File: config.mk
export PLATFORM = sky130hd
export DESIGN_NAME = mem_port_sched
export DESIGN_NICKNAME = d
export VERILOG_FILES = /design/src/rtl/mem_port_sched.sv
export SDC_FILE = /design/constraint.sdc
export NUM_CORES = 1
export LEC_CHECK = 0
export ABC_AREA = 1
export CAP_MARGIN = 20
export CORE_MARGIN = 1
export CORE_UTILIZATION = 34
export CTS_BUF_LIST = sky130_fd_sc_hd__clkbuf_2
export DETAILED_ROUTE_END_ITERATION = 10
export MAX_ROUTING_LAYER = met4
export PLACE_DENSITY = 0.86
export SYNTH_ARGS = -nofsm -noshare
export SYNTH_HDL_FRONTEND = slang
export SYNTH_SLANG_ARGS = --single-unit
File: constraint.sdc
create_clock -name clk -period 1.6 [get_ports clk]
set_input_delay 0.32 -clock clk [delete_from_list [all_inputs] [get_ports clk]]
set_output_delay 0.32 -clock clk [all_outputs]
set_load 0.02 [all_outputs]
File: src/rtl/mem_port_sched.sv
// mem_port_sched: shares one single-port memory between PORTS_NUM requesters.
// A round-robin arbiter with a rotating priority pointer grants one port for a
// burst; the granted port's address, write data and write enable are muxed onto
// the memory port, and read-return valids are steered back after RD_LAT cycles.
//
// Ports:
//   clk, reset          clock, synchronous active-high reset
//   req/last/we         per-port request, end-of-burst qualifier, write enable
//   addr/wdata          per-port packed address / write data (port i at [i*W +: W])
//   gnt                 registered one-hot grant (or 0)
//   ack                 per-port access accepted this cycle
//   rvalid/rdata        per-port read-return valid, shared read data bus
//   mem_*               memory-side strobe, write enable, address, data in/out
module mem_port_sched #(
  parameter int unsigned PORTS_NUM = 4,
  parameter int unsigned ADDR_W    = 16,
  parameter int unsigned DATA_W    = 8,
  parameter int unsigned RD_LAT    = 2,
  parameter int unsigned MAX_BURST = 16
) (
  input  logic                        clk,
  input  logic                        reset,
  input  logic [PORTS_NUM-1:0]        req,
  input  logic [PORTS_NUM-1:0]        last,
  input  logic [PORTS_NUM-1:0]        we,
  input  logic [PORTS_NUM*ADDR_W-1:0] addr,
  input  logic [PORTS_NUM*DATA_W-1:0] wdata,
  output logic [PORTS_NUM-1:0]        gnt,
  output logic [PORTS_NUM-1:0]        ack,
  output logic [PORTS_NUM-1:0]        rvalid,
  output logic [DATA_W-1:0]           rdata,
  output logic                        mem_en,
  output logic                        mem_we,
  output logic [ADDR_W-1:0]           mem_addr,
  output logic [DATA_W-1:0]           mem_wdata,
  input  logic [DATA_W-1:0]           mem_rdata
);

  localparam int unsigned IdxW = $clog2(PORTS_NUM);
  localparam int unsigned CntW = $clog2(MAX_BURST + 1);

  typedef logic [IdxW-1:0] idx_t;
  typedef enum logic {StIdle, StBusy} state_e;

  state_e                 state_q, state_d;
  logic [PORTS_NUM-1:0]   gnt_q, gnt_d;
  idx_t                   ptr_q, ptr_d;
  logic [CntW-1:0]        cnt_q, cnt_d;
  logic [RD_LAT-1:0]      pv_q;
  idx_t                   pi_q [RD_LAT];

  idx_t                   g;
  idx_t                   win;
  logic                   access;
  logic                   rd;
  int unsigned            j;

  // Grant is one-hot (or zero), so a plain priority encode recovers its index.
  always_comb begin
    g = '0;
    for (int unsigned i = 0; i < PORTS_NUM; i++) begin
      if (gnt_q[i]) g = idx_t'(i);
    end
  end

  // Rotating-priority scan starting just after the last winner.
  always_comb begin
    logic found;
    found = 1'b0;
    win   = '0;
    j     = 0;
    for (int unsigned k = 1; k <= PORTS_NUM; k++) begin
      j = (32'(ptr_q) + k) % PORTS_NUM;
      if (!found && req[j]) begin
        found = 1'b1;
        win   = idx_t'(j);
      end
    end
  end

  // gnt_q is zero outside BUSY, so this alone qualifies an access.
  assign access = |(gnt_q & req);
  assign rd     = access & ~we[g];
  assign gnt    = gnt_q;
  assign ack    = gnt_q & req;
  assign rdata  = mem_rdata;

  always_comb begin
    mem_en    = access;
    mem_we    = access & we[g];
    mem_addr  = '0;
    mem_wdata = '0;
    if (access) begin
      mem_addr  = addr[g*ADDR_W +: ADDR_W];
      mem_wdata = wdata[g*DATA_W +: DATA_W];
    end
  end

  always_comb begin
    state_d = state_q;
    gnt_d   = gnt_q;
    ptr_d   = ptr_q;
    cnt_d   = cnt_q;
    unique case (state_q)
      StIdle: begin
        if (|req) begin
          gnt_d      = '0;
          gnt_d[win] = 1'b1;
          cnt_d      = '0;
          state_d    = StBusy;
        end
      end
      StBusy: begin
        if (access) cnt_d = cnt_q + 1'b1;
        if (!access || last[g] || cnt_q == CntW'(MAX_BURST - 1)) begin
          gnt_d   = '0;
          ptr_d   = g;
          state_d = StIdle;
        end
      end
      default: state_d = StIdle;
    endcase
  end

  always_ff @(posedge clk) begin
    if (reset) begin
      state_q <= StIdle;
      gnt_q   <= '0;
      ptr_q   <= idx_t'(PORTS_NUM - 1);
      cnt_q   <= '0;
      pv_q    <= '0;
    end else begin
      state_q <= state_d;
      gnt_q   <= gnt_d;
      ptr_q   <= ptr_d;
      cnt_q   <= cnt_d;
      pv_q[0] <= rd;
      for (int unsigned i = 1; i < RD_LAT; i++) pv_q[i] <= pv_q[i-1];
    end
  end

  // Port indices ride alongside the valid bits; they only matter when valid.
  always_ff @(posedge clk) begin
    pi_q[0] <= g;
    for (int unsigned i = 1; i < RD_LAT; i++) pi_q[i] <= pi_q[i-1];
  end

  always_comb begin
    rvalid = '0;
    if (pv_q[RD_LAT-1]) rvalid[pi_q[RD_LAT-1]] = 1'b1;
  end

endmodule
==> impl_metrics.json <==
{
  "status": "complete, but fails checks",
  "violations": "setup timing",
  "syn_area_um2": 1990,
  "h-tree-depth": 1,
  "core_um2": 5570,
  "io_pins": 164,
  "startpoint_type": "flop",
  "dpl.hpwl_mm": 6.82,
  "synth_cells": 363,
  "nets": 670,
  "multi_input_area_um2": 1690,
  "cap_violations": 0,
  "synth_area_per_cell_um2": 5.49,
  "worstMarginPinSlew_ns": 0.403,
  "crit_fanout": 8,
  "antenna_found_initial": 0,
  "vias": 3293,
  "gr-usage-met1_pct": 31.9,
  "use_met2_pct": 54.3,
  "placedCellCount": 594,
  "place_ws_ns": -0.792,
  "layout_common_cells": "clkdlybuf4s50_1 (105), nor2_1 (90), buf_4 (47), nand2_1 (37), buf_6 (29)",
  "worstHoldPathCells": 0,
  "timing.final.hold_violations": 0,
  "cts_root_buf": "clkbuf_2",
  "wl_mm": 10.2,
  "worstSkewPairLatency_ns": 0.31,
  "wire_per_inst_um": 16.4,
  "hold_end": "pi_q[0][3]",
  "worstSetupPathType": "flop to output port",
  "first_global_vias": 3193,
  "clockBufferDepth": 2,
  "layout_commonest_cell": "clkdlybuf4s50_1",
  "slew_viol_final": 0,
  "grt_max_degree": 24,
  "cp-startpoint": "gnt[3]",
  "hold_path.startpoint": "pi_q[0][1]",
  "cts_made_buffers": 3,
  "finalSetupViolations": 37,
  "reg2reg_slack_ns": -0.21,
  "portBuffers": 147,
  "cts_sinks": 18,
  "die_x_um": 78.5,
  "first_pass_iters": 5,
  "ys_types": 35,
  "worstPathArrival_ns": 1.86,
  "timing.final.ws_setup_ns": -0.584,
  "min_path_type": "flop to flop",
  "rr_startpoint": "gnt[1]",
  "powerDensity_nw_per_um2": 1300,
  "rsz0062_at_grt": "true",
  "synth.yosys.seq_area_share_pct": 18.1,
  "rr_worst_depth": 13,
  "syn2layout_area_growth_pct": 118,
  "seqCellArea_um2": 375,
  "die_h_um": 78.5,
  "max_freq_mhz": 458,
  "viasPerCell": 5.30,
  "reg2reg_to": "cnt_q[4]",
  "gr-total-overflow": 0,
  "p_leak_nw": 1.91,
  "instances_no_fill": 621,
  "drive_gt1_share_pct": 36.4,
  "grt_usage_pct": 30.2,
  "grt_pass1_wl_mm": 14.2,
  "clkTransAtPathRegs_ns": 0.19,
  "synth_nets": 483,
  "fin_crit_ns": 2.18,
  "synth_warnings": 0,
  "antenna_left": 0,
  "n_fill_cell": 406,
  "ys_ff_latch": 18,
  "initial_utilization_pct": 35.7,
  "rows": 27,
  "die-area_um2": 6170,
  "min_period_over_period_pct": 137,
  "use_met3_pct": 5.47,
  "gp_congestion": 0.855,
  "peakVddDrop_v": 0.00102,
  "drc": 0,
  "worstPathRequired_ns": 1.28,
  "endpoint_kind": "output port",
  "grt-busiest-layer": "met2",
  "cts_tree": "done",
  "drt-initial-drc-count": 219,
  "skew_ns": 0.00933,
  "max-slew-margin-rel_pct": 72.9,
  "n_antenna_cell": 0
}
-- timing repair --
action,in CTS,in global routing
buffers inserted,18,13
gates cloned,2,3
gates resized for setup,210,96
setup endpoints to repair,46,48
pin swaps,7,17
hold buffers,0,0
-- layer usage --
layer  up-vias  part of all wire, %
li1       1551                    -
met1      1490                   38
met2       205                   51
met3        47                  7.2
met4         0                  4.3
met5         -                    0
-- synth_stat cells, drive strengths merged --
| cell type | number | area share [%] |
|---|---|---|
| or2 | 2 | 0.63 |
| nand4 | 5 | 1.9 |
| o21ai | 52 | 13 |
| nor2 | 107 | 20 |
| a21o | 1 | 0.38 |
| dfxtp | 18 | 18 |
| o211ai | 4 | 2.0 |
| buf | 15 | 5.1 |
| inv | 31 | 5.8 |
| and2 | 1 | 0.31 |
| nor3 | 7 | 2.3 |
| a21oi | 34 | 8.7 |
| o22ai | 2 | 0.63 |
| nand2 | 54 | 12 |
| clkbuf | 11 | 2.1 |
| xor2 | 1 | 0.44 |
| a21boi | 1 | 0.38 |
| nand3b | 1 | 0.38 |
| a211oi | 1 | 0.38 |
| ha | 2 | 1.3 |
| nand3 | 13 | 3.5 |
-- layout make-up --
class | count | share of cell area, %
clock inverters | 1 | 0.0863
flip-flops and latches | 18 | 8.63
well taps | 72 | 2.07
inverters | 31 | 3.02
repair buffers | 207 | 46.8
repair inverters | 1 | 0.144
multi-input cells | 288 | 38.9
clock buffers | 3 | 0.345
-- power breakdown --
group | total (mW) | internal (mW) | switching, mW
sequential | 0.671 | 0.563 | 0.108
combinational | 4.79 | 2.17 | 2.61
clock | 0.208 | 0.0544 | 0.154
-- how the worst max path moves through the flow --
stage	cells past startpoint	end	slack (ns)
floorplan	6	mem_addr[0]	-0.007
detailed placement	7	mem_addr[4]	-0.79
global route	8	mem_wdata[1]	-0.66
CTS	9	mem_we	-0.45
global placement	7	mem_addr[15]	-0.75
finish	8	mem_wdata[1]	-0.58
-- cell families after synthesis --
group,Yosys count,synth area share [%]
and+or+nand+nor,190,41.6
xor gates and xnor gates,1,0.440
buffers and inverters,57,13.0
AOI/OAI and AO/OA,95,25.6
DFF,18,18.1
adders and majority gates,2,1.26
-- stage by stage --
stage	setup TNS (ns)	power [mW]	instance area [um2]	util [%]	hold WS, ns
2_1_floorplan	-0.131	2.84	2140	-	0.310
4_1_cts	-11.59	5.10	4140	74.3	0.352
6_report	-12.79	5.67	4350	78.0	0.353
3_3_place_gp	-22.88	4.29	3870	69.4	0.312
3_5_place_dp	-23.90	4.36	3870	69.4	0.320
5_1_grt	-15.35	5.97	4350	78.0	0.357
-- state kept, by name, indices dropped and copies added (netlist names) --
register / count
pv_q: 2
cnt_q: 5
ptr_q: 2
state_q: 1
pi_q: 4
gnt: 4
-- worst max-delay path: stages (launching register included) --
cell	delay, ns
dfxtp_4	0.42
nor2_4	0.19
buf_12	0.14
inv_8	0.04
buf_4	0.16
nor2_1	0.16
o21ai_0	0.14
a21oi_2	0.14
buf_4	0.15
No activity file was read; power rests on OpenSTA's default activity.
